--- src/rtl/ysyx_22040386_lsu_pkg.sv ---
// Shared definitions for the LSU: access-size encodings, FSM states and default lane geometry.
package ysyx_22040386_lsu_pkg;

    localparam int DEF_DATA_W = 64;
    localparam int LANES      = DEF_DATA_W / 8;
    localparam int OFF_W      = $clog2(LANES);

    localparam logic [1:0] SZ_B = 2'd0;
    localparam logic [1:0] SZ_H = 2'd1;
    localparam logic [1:0] SZ_W = 2'd2;
    localparam logic [1:0] SZ_D = 2'd3;

    typedef enum logic [2:0] {
        S_IDLE,
        S_REQ,
        S_RESP,
        S_DONE,
        S_REQ2,
        S_RESP2
    } lsu_state_e;

endpackage

--- src/rtl/ysyx_22040386_lsu_align.sv ---
// Combinational lane alignment: byte mask and write-data shift for stores,
// right shift plus sign/zero extension for loads. RW is 2*DATA_W when two-beat accesses exist.
module ysyx_22040386_lsu_align
    import ysyx_22040386_lsu_pkg::*;
#(
    parameter int DATA_W = DEF_DATA_W,
    parameter int RW     = DATA_W
) (
    input  logic [2:0]                  size,
    input  logic [$clog2(DATA_W/8)-1:0] offset,
    input  logic [DATA_W-1:0]           wdata,
    input  logic [RW-1:0]               rdata,
    output logic [RW/8-1:0]             wmask,
    output logic [RW-1:0]               wdata_sh,
    output logic [DATA_W-1:0]           rdata_ext
);

    localparam int MW = RW / 8;

    logic [MW-1:0]            base_mask;
    logic [RW-1:0]            rd_sh;
    logic [DATA_W-1:0]        rd_lo;
    logic [DATA_W-1:0]        rd_top;
    logic signed [DATA_W-1:0] rd_sext;
    int unsigned              nbits;
    int unsigned              pad;

    always_comb begin
        case (size[1:0])
            SZ_B:    base_mask = MW'(8'h01);
            SZ_H:    base_mask = MW'(8'h03);
            SZ_W:    base_mask = MW'(8'h0f);
            default: base_mask = MW'(8'hff);
        endcase
    end

    assign wmask    = base_mask << offset;
    assign wdata_sh = RW'(wdata) << {offset, 3'b000};
    assign rd_sh    = rdata >> {offset, 3'b000};
    assign rd_lo    = rd_sh[DATA_W-1:0];

    // Move the field to the top, then shift back down arithmetically or logically.
    always_comb begin
        nbits     = 32'd8 << size[1:0];
        pad       = 0;
        rd_top    = rd_lo;
        rd_sext   = rd_lo;
        rdata_ext = rd_lo;
        if (nbits < DATA_W) begin
            pad       = DATA_W - nbits;
            rd_top    = rd_lo << pad;
            rd_sext   = $signed(rd_top) >>> pad;
            rdata_ext = size[2] ? (rd_top >> pad) : rd_sext;
        end
    end

endmodule

--- src/rtl/ysyx_22040386_lsu.sv ---
// Load/store unit with one outstanding access, handshaked memory port and per-access timeout.
// Define YSYX_22040386_LSU_MISALIGN_EN to split lane-crossing accesses into two beats.
module ysyx_22040386_lsu
    import ysyx_22040386_lsu_pkg::*;
#(
    parameter int DATA_W  = DEF_DATA_W,
    parameter int ADDR_W  = 64,
    parameter int TIMEOUT = 256
) (
    input  logic                  clk,
    input  logic                  rst,
    input  logic                  req_valid,
    output logic                  req_ready,
    input  logic                  req_wen,
    input  logic [2:0]            req_size,
    input  logic [ADDR_W-1:0]     req_addr,
    input  logic [DATA_W-1:0]     req_wdata,
    output logic                  resp_valid,
    output logic [DATA_W-1:0]     resp_rdata,
    output logic                  resp_err,
    output logic                  mem_req_valid,
    input  logic                  mem_req_ready,
    output logic                  mem_req_wen,
    output logic [ADDR_W-1:0]     mem_req_addr,
    output logic [DATA_W-1:0]     mem_req_wdata,
    output logic [DATA_W/8-1:0]   mem_req_wmask,
    input  logic                  mem_rsp_valid,
    input  logic [DATA_W-1:0]     mem_rsp_rdata,
    input  logic                  mem_rsp_err
);

    localparam int BYTES = DATA_W / 8;
    localparam int OFFW  = $clog2(BYTES);
    localparam int TW    = (TIMEOUT > 1) ? $clog2(TIMEOUT) : 1;
    localparam logic [TW-1:0] TLOAD = TW'((TIMEOUT > 0) ? TIMEOUT - 1 : 0);
`ifdef YSYX_22040386_LSU_MISALIGN_EN
    localparam int RW = 2 * DATA_W;
`else
    localparam int RW = DATA_W;
`endif
    localparam int MW = RW / 8;

    lsu_state_e        state, state_d;
    logic              wen_q;
    logic [2:0]        size_q;
    logic [ADDR_W-1:0] addr_q;
    logic [DATA_W-1:0] wdata_q;
    logic [DATA_W-1:0] rdata_q;
    logic              err_q;
    logic [TW-1:0]     cnt;
    logic [MW-1:0]     wmask_w;
    logic [RW-1:0]     wdata_w;
    logic [RW-1:0]     rd_in;
    logic [DATA_W-1:0] rext;
    logic [ADDR_W-1:0] base_addr;
    logic [2:0]        amask;
    logic              illegal;
    logic              bad;
    logic              tmo;
`ifdef YSYX_22040386_LSU_MISALIGN_EN
    logic              cross;
    logic              cross_q;
    logic [DATA_W-1:0] raw_lo;
`endif

    always_comb begin
        case (req_size[1:0])
            SZ_B:    amask = 3'b000;
            SZ_H:    amask = 3'b001;
            SZ_W:    amask = 3'b011;
            default: amask = 3'b111;
        endcase
        illegal = (DATA_W == 32) && (req_size[1:0] == SZ_D);
    end

`ifdef YSYX_22040386_LSU_MISALIGN_EN
    assign cross = (int'(req_addr[OFFW-1:0]) + (1 << req_size[1:0])) > BYTES;
    assign bad   = illegal;
    assign rd_in = (state == S_RESP2) ? {mem_rsp_rdata, raw_lo} : {{DATA_W{1'b0}}, mem_rsp_rdata};
    assign mem_req_addr  = (state == S_REQ2) ? base_addr + ADDR_W'(BYTES) : base_addr;
    assign mem_req_wdata = (state == S_REQ2) ? wdata_w[RW-1:DATA_W] : wdata_w[DATA_W-1:0];
    assign mem_req_wmask = !wen_q ? '0 :
                           (state == S_REQ2) ? wmask_w[MW-1:BYTES] : wmask_w[BYTES-1:0];
`else
    assign bad   = (|(req_addr[2:0] & amask)) | illegal;
    assign rd_in = mem_rsp_rdata;
    assign mem_req_addr  = base_addr;
    assign mem_req_wdata = wdata_w;
    assign mem_req_wmask = wen_q ? wmask_w : '0;
`endif

    assign base_addr   = {addr_q[ADDR_W-1:OFFW], {OFFW{1'b0}}};
    assign mem_req_wen = wen_q;
    assign tmo         = (TIMEOUT != 0) && (cnt == '0);
    assign resp_rdata  = resp_valid ? rdata_q : '0;
    assign resp_err    = resp_valid & err_q;

    ysyx_22040386_lsu_align #(.DATA_W(DATA_W), .RW(RW)) u_align (
        .size      (size_q),
        .offset    (addr_q[OFFW-1:0]),
        .wdata     (wdata_q),
        .rdata     (rd_in),
        .wmask     (wmask_w),
        .wdata_sh  (wdata_w),
        .rdata_ext (rext)
    );

    always_ff @(posedge clk or posedge rst) begin
        if (rst) state <= S_IDLE;
        else     state <= state_d;
    end

    always_comb begin
        state_d       = state;
        req_ready     = 1'b0;
        mem_req_valid = 1'b0;
        resp_valid    = 1'b0;
        case (state)
            S_IDLE: begin
                req_ready = 1'b1;
                if (req_valid) state_d = bad ? S_DONE : S_REQ;
            end
            S_REQ, S_REQ2: begin
                mem_req_valid = 1'b1;
                if (mem_req_ready)  state_d = (state == S_REQ) ? S_RESP : S_RESP2;
                else if (tmo)       state_d = S_DONE;
            end
            S_RESP: begin
                if (mem_rsp_valid) begin
                    state_d = S_DONE;
`ifdef YSYX_22040386_LSU_MISALIGN_EN
                    if (cross_q && !mem_rsp_err) state_d = S_REQ2;
`endif
                end else if (tmo) begin
                    state_d = S_DONE;
                end
            end
            S_RESP2: if (mem_rsp_valid || tmo) state_d = S_DONE;
            S_DONE: begin
                resp_valid = 1'b1;
                state_d    = S_IDLE;
            end
            default: state_d = S_IDLE;
        endcase
    end

    // Down-counter loaded per beat; reaching zero while still waiting is a timeout.
    always_ff @(posedge clk or posedge rst) begin
        if (rst) begin
            wen_q   <= 1'b0;
            size_q  <= '0;
            addr_q  <= '0;
            wdata_q <= '0;
            rdata_q <= '0;
            err_q   <= 1'b0;
            cnt     <= '0;
`ifdef YSYX_22040386_LSU_MISALIGN_EN
            cross_q <= 1'b0;
            raw_lo  <= '0;
`endif
        end else begin
            case (state)
                S_IDLE: begin
                    cnt <= '0;
                    if (req_valid) begin
                        wen_q   <= req_wen;
                        size_q  <= req_size;
                        addr_q  <= req_addr;
                        wdata_q <= req_wdata;
                        rdata_q <= '0;
                        err_q   <= bad;
                        cnt     <= TLOAD;
`ifdef YSYX_22040386_LSU_MISALIGN_EN
                        cross_q <= cross;
`endif
                    end
                end
                S_REQ, S_REQ2: begin
                    if (cnt != '0) cnt <= cnt - 1'b1;
                    if (!mem_req_ready && tmo) err_q <= 1'b1;
                end
                S_RESP, S_RESP2: begin
                    if (cnt != '0) cnt <= cnt - 1'b1;
                    if (mem_rsp_valid) begin
                        if (mem_rsp_err) begin
                            err_q   <= 1'b1;
                            rdata_q <= '0;
                        end
`ifdef YSYX_22040386_LSU_MISALIGN_EN
                        else if (state == S_RESP && cross_q) begin
                            raw_lo <= mem_rsp_rdata;
                            cnt    <= TLOAD;
                        end
`endif
                        else if (!wen_q) begin
                            rdata_q <= rext;
                        end
                    end else if (tmo) begin
                        err_q <= 1'b1;
                    end
                end
                default: ;
            endcase
        end
    end

endmodule
--- config.mk ---
export PLATFORM = sky130hd
export DESIGN_NAME = ysyx_22040386_lsu
export DESIGN_NICKNAME = d
export VERILOG_FILES = /design/src/rtl/ysyx_22040386_lsu_pkg.sv /design/src/rtl/ysyx_22040386_lsu_align.sv /design/src/rtl/ysyx_22040386_lsu.sv
export SDC_FILE = /design/constraint.sdc
export NUM_CORES = 1
export LEC_CHECK = 0
export ABC_AREA = 1
export CAP_MARGIN = 20
export CORE_UTILIZATION = 52
export CTS_CLUSTER_SIZE = 8
export DETAILED_ROUTE_END_ITERATION = 8
export PLACE_DENSITY = 0.95
export SLEW_MARGIN = 20
export SYNTH_ARGS = -nofsm -noshare
export SYNTH_HDL_FRONTEND = slang
export SYNTH_SLANG_ARGS = --single-unit
--- constraint.sdc ---
create_clock -name clk -period 10.25 [get_ports clk]
set_clock_uncertainty 0.2 [all_clocks]
set_input_delay 1.025 -clock clk [delete_from_list [all_inputs] [get_ports clk]]
set_output_delay 1.025 -clock clk [all_outputs]
set_load 0.05 [all_outputs]
* Yosys cells after proc, flatten, opt, wreduce, memory -nomap -nowiden
Index checks and enable logic that the tools add are counted.
Widths: inputs -> output; s select.
** Word-level totals
- Input port bits :: 202
- Register bits :: 208
** Operators by class
- Shift operators :: 7
- Muxes and demuxes :: 31
- Bitwise gates (word level) :: 2
- Reduce and logical (&&, ||, !) cells :: 20
- Eq/ne operators :: 17
- $add $sub $neg :: 2
- $lt $le $gt $ge :: 1
** Operators with widths (count)
- $mux 64 :: 7
- $pmux 64 s2 :: 1
- $shl 64x32->64 :: 1
- $shl 64x6->64 :: 1
- $shr 64x32->64 :: 1
- $shr 64x6->64 :: 1
- $sshr 64x32->64 :: 1
- $lt 32x7->1 const B :: 1
- $shl 4x2->32 const A :: 1
- $sub 7x32->32 const A :: 1
- $mux 8 :: 3
- $pmux 8 s3 :: 1
- $mux 3 :: 6
- $pmux 8 s2 :: 1
- $pmux 3 s4 :: 1
- $ne 3x3->1 const B :: 3
- $pmux 3 s3 :: 1
- $logic_not 8->1 :: 1
- $mux 1 :: 8
- $ne 2x2->1 const B :: 4
- $reduce_bool 8->1 :: 1
- $shl 8x3->8 :: 1
- $sub 8x1->8 const B :: 1
- $eq 3x2->1 const B :: 2
- other kinds (22) :: 30

* Longest topological paths before layout
Gate-level depths: netlist of the first run.
- Depth in word-level cells :: 10
- Depth in mapped cells :: 16
- Gate-level depth less buffers :: 14

* By module
From an unflattened synthesis of the first run, not the netlist that was laid out.
** Second synthesis, totals
- Cell total of the unflattened synthesis :: 1982
- Area total of the unflattened synthesis :: 14552.7 um^2
** By module, submodules not included
- ysyx_22040386_lsu :: seq. area each 5205.0 um^2, cells each 1062, times used 1, area each 10372.4 um^2
- ysyx_22040386_lsu_align :: seq. area each 0.0 um^2, cells each 920, times used 1, area each 4180.3 um^2

* Worst setup path after synthesis of the first run
OpenSTA, ideal clock, no wires.
- Path type :: register to output
- Start point :: reg state[0]
- End point :: out resp_rdata[13]
- Path slack :: 6.182 ns
- Cell stages (with the launch flop) :: 7
- Data arrival time :: 2.843 ns
- Buffers on the path :: 2
- Data required time :: 9.025 ns
- Path through :: dfrtp_1 inv_1 nor3_1 inv_1 clkbuf_1 buf_1 nor2_1
** Between the ends
- Word-level cells in the longest chain between the ends :: 3
** RTL lines
- start, declared :: line ysyx_22040386_lsu.sv:43 : lsu_state_e state, state_d;
- start signal, assigned :: line ysyx_22040386_lsu.sv:110 : else state <= state_d;
- $eq 3x2->1 :: line ysyx_22040386_lsu.sv:118 : case (state)
- $mux 1 :: line ysyx_22040386_lsu.sv:118
- via resp_valid :: line ysyx_22040386_lsu.sv:18 : output logic resp_valid,
- $mux 64 :: line ysyx_22040386_lsu.sv:95 : assign resp_rdata = resp_valid ? rdata_q : '0;
- end, declared :: line ysyx_22040386_lsu.sv:19 : output logic [DATA_W-1:0] resp_rdata,
The timed path passes the listed nets, and every way through them passes these cells.

* Worst setup path in the final report of the first run
- Start point :: reg addr_q[1]
- End point :: out mem_req_wdata[49]
** Between the ends
- Word-level cells in the longest chain between the ends :: 1
** RTL lines
- start, declared :: line ysyx_22040386_lsu.sv:46 : logic [ADDR_W-1:0] addr_q;
- start signal, assigned :: line ysyx_22040386_lsu.sv:168 : addr_q <= req_addr;
- $shl 64x6->64 :: line ysyx_22040386_lsu_align.sv:38 : assign wdata_sh = RW'(wdata) << {offset, 3'b000};
- end, declared :: line ysyx_22040386_lsu.sv:25 : output logic [DATA_W-1:0] mem_req_wdata,
Every way passes these cells.

==> flow_summary_export.csv, run 1 <==
group,metric,value,unit
status,status,"finished with violations",
status,violations,"design-rule violations",
drt,vias_per_cell,5.842,
drt,dr.pass1.iters,9,
global_route,grt_antenna_before_repair,4,
drt,drtAntennaViolNets,0,
worst_setup_path,path_buf_inv,2,
clocking,htreeDepth,1,
worst_setup_path,slowest_delay,990,ps
die,coreArea,0.02511,mm^2
die,die-height,161.7,um
die,start_util,52.80,%
worst_setup_path,crit_top_cell,"nand2_1",
worst_setup_path,cp_data_arrival_time,4180,ps
global_route,grt_pass1_wl,77260,um
clocking,cts_hold_buf,0,
power_and_ir_drop,ir_drop,0.6521,mV
global_route,grt_start_max_net_pins,121,
worst_setup_path,critPathTopFamily,"buffers and inverters",
clocking,worstSkewPairLatency,560,ps
clocking,post_cts_buffers,0,
worst_setup_path,crit_chain,"buf_4, nand2_1, o22ai_1, nand2_1, o21ai_0, clkdlybuf4s50_1",
worst_setup_path,worstSetupPathType,"reg2out",
synth,synth_seq_area_share,39.26,%
drt,totalWireLength,51430,um
synth,syn_inst,1871,
clocking,clk_path_buf_depth,3,
synth,synth.avg_cell_area,7.086,um^2
cells_and_area,post-route-cell-area,0.01756,mm^2
timing,fmax,185.0,MHz
power_and_ir_drop,p_leak,7.701,nW
cells_and_area,drive_gt1_share,6.688,%
die,rows,58,
cells_and_area,layout_common_cells,"nand2_1 (482), clkdlybuf4s50_1 (403), o21ai_0 (267)",
timing,slew_viol_final,0,
synth,yosysUniqueCellTypes,45,
placed_design,place.gp.congestion,1.015,
drt,wl_per_cell,20.82,um
synth,synth_ff_type,"dfrtp_1",
worst_setup_path,cp_slowest_cell,"dfrtp_2",
synth,syn_area,0.01326,mm^2
worst_setup_path,path_max_fanout,59,
clocking,ctsResizeCount,0,
synth,async_flop_share,100.0,%
clocking,root_buffer,"clkbuf_16",
worst_setup_path,required,9030,ps
timing,finalSetupViolations,0,
die,die_area,0.02614,mm^2
die,pin_count,407,
cells_and_area,final_core_util,69.92,%
placed_design,hpwl,36980,um
timing,worst_slew_pin_slew,969.2,ps
drt,dr_total_vias,14430,
cells_and_area,final_common_cell,"nand2_1",
placed_design,port_buffers,403,
drt,drc,1,
timing,rsz0062_at_grt,"no",
synth,synth-edff-count,0,
worst_setup_path,endpoint_kind,"primary output",
drt,first_iter_violations,1705,
min_path,hp-class,"reg2reg",
die,die_w,161.7,um
clocking,clock_sinks,208,
global_route,grt_usage,38.32,%
timing,setup_tns,0,ps
placed_design,place_area,0.01679,mm^2
synth,ys_warn_count,0,
power_and_ir_drop,powerDensity,410.7,mW/mm^2
clocking,cts_tree,"built",
cells_and_area,areaGrowthSynthToFinish,32.43,%
timing,final.min_clock_period,5406,ps
synth,ys_ff_latch,208,
cells_and_area,nets,2340,
global_route,grt_overflow_total,0,
timing,hold_viol_final,0,
worst_setup_path,startpoint_type,"register",
run,drv_cap,0,
timing,slew_headroom,35.39,%
cells_and_area,nFillCells,1986,
global_route,grt_pass1_vias,14030,
timing,fin_crit_sh,52.74,%
clocking,cts-buffers-inserted,29,
clocking,cts.reportedPaths.clkPinSlew,60,ps
-- report_power, final --
| group | total, mW | switching (mW) | leakage (nW) | internal [mW] |
|---|---|---|---|---|
| registers | 1.50 | 0.292 | 2.61 | 1.21 |
| logic | 4.86 | 3.41 | 4.72 | 1.44 |
| clock network | 0.857 | 0.358 | 0.371 | 0.499 |
-- final cells by class --
class,instances,area [um^2],share of cell area [%]
clock inverters,1,20.02,0.1140
diodes,2,5.005,0.02851
inverters,200,760.7,4.333
repair buffers,417,4146,23.62
clock buffers,32,737.0,4.198
well taps,330,412.9,2.352
multi-input cells,1280,6264,35.68
flip-flops and latches,208,5211,29.68
-- per-layer routing --
metal	part of all wire, %	wire length [um]	global-route usage [%]	vias up
li1	-	-	-	6497
met1	36	18580	45.51	6783
met2	48	24720	65.32	940
met3	9.6	4939	7.022	207
met4	6.2	3183	21.91	2
met5	0.025	13	0	-
-- registers in the layout, summed over array words and instances (netlist names) --
| register | count |
|---|---|
| size_q | 3 |
| wdata_q | 64 |
| err_q | 1 |
| addr_q | 64 |
| state | 3 |
| rdata_q | 64 |
| mem_req_wen | 1 |
| cnt | 8 |
-- path summary, 6_finish.rpt --
kind | cells past startpoint | end | slack, ps | startpoint
worst min register to register | 2 | rdata_q[12] | 280 | rdata_q[12]
worst max-delay path | 6 | mem_req_wdata[49] | 4840 | addr_q[1]
max in group asynchronous | 3 | addr_q[53] | 7620 | rst
worst max register to register | 11 | rdata_q[57] | 6280 | addr_q[1]
min in group asynchronous | 2 | addr_q[21] | 780 | rst
worst min-delay path | 2 | rdata_q[12] | 280 | rdata_q[12]
-- synth_stat cells (2+ instances only) --
master    instances  area (um^2)
clkbuf_2          2        10.01
o21a_1            3        22.52
buf_4            71        533.0
or2_2             8        50.05
nor2_2            7        43.79
nor3_1            4        20.02
o21ai_1          33        165.2
clkbuf_1         39        146.4
dfrtp_1         208         5205
o211ai_1         19        142.6
ha_1              2        25.02
o211a_1           2        20.02
nand4_1           4        25.02
a31oi_1           7        43.79
o21ai_0         267         1336
o22ai_1          19        118.9
buf_2            56        280.3
nand3_1         138        690.7
buf_1            15        56.30
nand2_1         482         1809
a22oi_1           8        60.06
mux2_2           69        777.0
nor2_1          162        608.1
a311oi_1          3        26.28
inv_2             5        18.77
inv_1           193        724.4
a21oi_1          25        125.1
o21bai_1          2        15.01
buf_6             2        22.52
-- cell families after synthesis --
group / Yosys count / share of synthesized area, %
buffers and inverters: 385 / 13.59
adder cells (fa/ha/maj): 2 / 0.1887
multiplexers: 69 / 5.861
AO/OA/AOI/OAI: 394 / 16.10
flip-flops: 208 / 39.26
other: 1 / 0.02829
AND/OR/NAND/NOR: 811 / 24.91
XOR/XNOR: 1 / 0.06607
-- worst register-to-register path, cell delays in order, from the launching register on --
cell     delay (ps)
dfrtp_2         740
inv_2           580
buf_4           730
nand3_1         270
nand3_1         140
nand3_1         120
nand3_2         160
nand2_1          60
nand2_1         120
nand2_1         320
nand3_1         270
o21ai_1          90
-- per-stage QoR --
step                instances  total power [mW]  setup slack (ps)  hold slack, ps
floorplan                1873             4.884              3344           248.8
global placement         2435             6.131              5622           263.9
detailed placement       2435             6.213              5557           269.4
CTS                      2468             7.121              4925           282.2
global route             2470             7.550              4692           304.9
finish                   2470             7.210              4844           278.6
(Power assumes the default switching activity.)
==> run 2: changes to the inputs <==
--- a/config.mk
+++ b/config.mk
@@ -7,10 +7,10 @@
 export LEC_CHECK = 0
 export ABC_AREA = 1
 export CAP_MARGIN = 20
-export CORE_UTILIZATION = 52
+export CORE_UTILIZATION = 48
 export CTS_CLUSTER_SIZE = 8
 export DETAILED_ROUTE_END_ITERATION = 8
-export PLACE_DENSITY = 0.95
+export PLACE_DENSITY = 0.91
 export SLEW_MARGIN = 20
 export SYNTH_ARGS = -nofsm -noshare
 export SYNTH_HDL_FRONTEND = slang
==> constraint.sdc (replaced) <==
create_clock -name clk -period 5.18 [get_ports clk]
set_clock_uncertainty 0.2 [all_clocks]
set_input_delay 0.518 -clock clk [delete_from_list [all_inputs] [get_ports clk]]
set_output_delay 0.518 -clock clk [all_outputs]
set_load 0.05 [all_outputs]
==> flow_summary_export.csv, run 2 (synthesis gave the netlist of run 1 again) <==
group,metric,value,unit
status,status,"finished clean",
clocking,clock_sinks,208,
run,drv_cap,0,
global_route,grt_usage,35.76,%
power_and_ir_drop,p_leak,7.770,nW
timing,fmax,232.2,MHz
die,start_util,49.06,%
timing,finalSetupViolations,0,
clocking,worstSkewPairLatency,570,ps
drt,totalWireLength,51030,um
clocking,cts-buffers-inserted,30,
power_and_ir_drop,powerDensity,811.5,mW/mm^2
cells_and_area,final_common_cell,"nand2_1",
clocking,ctsResizeCount,0,
worst_setup_path,startpoint_type,"register",
worst_setup_path,cp_data_arrival_time,3590,ps
timing,rsz0062_at_grt,"no",
clocking,htreeDepth,1,
timing,final.min_clock_period,4306,ps
placed_design,place_area,0.01689,mm^2
clocking,cts.reportedPaths.clkPinSlew,50,ps
placed_design,hpwl,37370,um
global_route,grt_antenna_before_repair,0,
cells_and_area,layout_common_cells,"nand2_1 (482), clkdlybuf4s50_1 (398), o21ai_0 (267)",
timing,setup_tns,0,ps
clocking,root_buffer,"clkbuf_16",
cells_and_area,post-route-cell-area,0.01770,mm^2
timing,slew_headroom,30.68,%
die,die_area,0.02829,mm^2
clocking,cts_hold_buf,0,
drt,first_iter_violations,1703,
global_route,grt_overflow_total,0,
drt,dr_total_vias,14190,
timing,worst_slew_pin_slew,1040,ps
clocking,cts_tree,"built",
die,die-height,168.2,um
global_route,grt_pass1_wl,77910,um
placed_design,place.gp.congestion,1.020,
global_route,grt_start_max_net_pins,197,
global_route,grt_pass1_vias,13840,
clocking,clk_path_buf_depth,3,
worst_setup_path,required,4460,ps
drt,vias_per_cell,5.699,
die,rows,60,
cells_and_area,drive_gt1_share,7.356,%
min_path,hp-class,"in2async",
clocking,post_cts_buffers,0,
placed_design,port_buffers,403,
drt,wl_per_cell,20.50,um
cells_and_area,reg_top3,"addr_q: 64 flops, rdata_q: 64 flops, wdata_q: 64 flops",
cells_and_area,areaGrowthSynthToFinish,33.51,%
drt,drc,0,
cells_and_area,nets,2348,
die,die_w,168.2,um
worst_setup_path,worstSetupPathType,"reg2out",
timing,hold_viol_final,0,
worst_setup_path,reg2reg_from,"addr_q[1]",
power_and_ir_drop,ir_drop,0.9975,mV
timing,slew_viol_final,0,
worst_setup_path,endpoint_kind,"primary output",
worst_setup_path,path_max_fanout,75,
die,coreArea,0.02703,mm^2
drt,drtAntennaViolNets,0,
drt,dr.pass1.iters,8,
worst_setup_path,startpoint,"addr_q[0]",
cells_and_area,antennaDiodeCount,0,
die,pin_count,407,
timing,fin_crit_sh,83.12,%
cells_and_area,nFillCells,2262,
[run 2: worst max-delay path, cell delays in order, from the launching register on]
cell and delay (ps):
dfrtp_4 750, inv_1 160, buf_4 270, nand2_1 390, o22ai_1 350, nand2_1 70
o21ai_0 130, clkdlybuf4s50_1 870
[run 2: report_power, final]
part | switching [mW] | internal (mW) | total [mW]
Clock | 0.734 | 1.04 | 1.77
Combinational | 6.77 | 2.90 | 9.67
Sequential | 0.538 | 2.39 | 2.92
Total | 8.05 | 6.32 | 14.4
[run 2: layout make-up]
| cell class | count | area, um^2 | area share, % |
|---|---|---|---|
| multi-input cells | 1280 | 6264 | 35.39 |
| inverters | 200 | 757.0 | 4.277 |
| well taps | 341 | 426.7 | 2.410 |
| clock inverters | 2 | 37.54 | 0.2121 |
| clock buffers | 34 | 775.7 | 4.383 |
| repair buffers | 424 | 4229 | 23.89 |
| flip-flops and latches | 208 | 5211 | 29.44 |
[run 2: metal layers]
metal	part of all wire, %	vias to the layer above	global-route usage [%]
met5	0	-	0
met1	37	6589	43.41
met3	10	159	6.770
li1	-	6509	-
met4	4.6	0	15.89
met2	49	928	61.85
[run 2: through the flow]
step	utilization (%)	power, mW	hold slack [ps]	cells	setup WS [ps]
after floorplan	-	9.665	248.8	1873	1619
after global placement	62.49	12.28	264.9	2453	1549
after detailed placement	62.49	12.40	266.7	2453	1512
after CTS	65.50	14.24	282.0	2489	914.6
after global routing	65.50	15.13	308.8	2489	715.5
final	65.50	14.36	271.4	2489	874.3
[run 2: path summary, 6_finish.rpt]
check,endpoint,slack [ps],depth (start not counted)
worst min-delay path,wdata_q[16],270,3
max in group asynchronous,rdata_q[48],3640,3
worst max-delay path,mem_req_wdata[51],870,7
worst max register to register,rdata_q[45],1820,11
worst min register to register,rdata_q[29],280,2
min in group clk,rdata_q[29],280,2
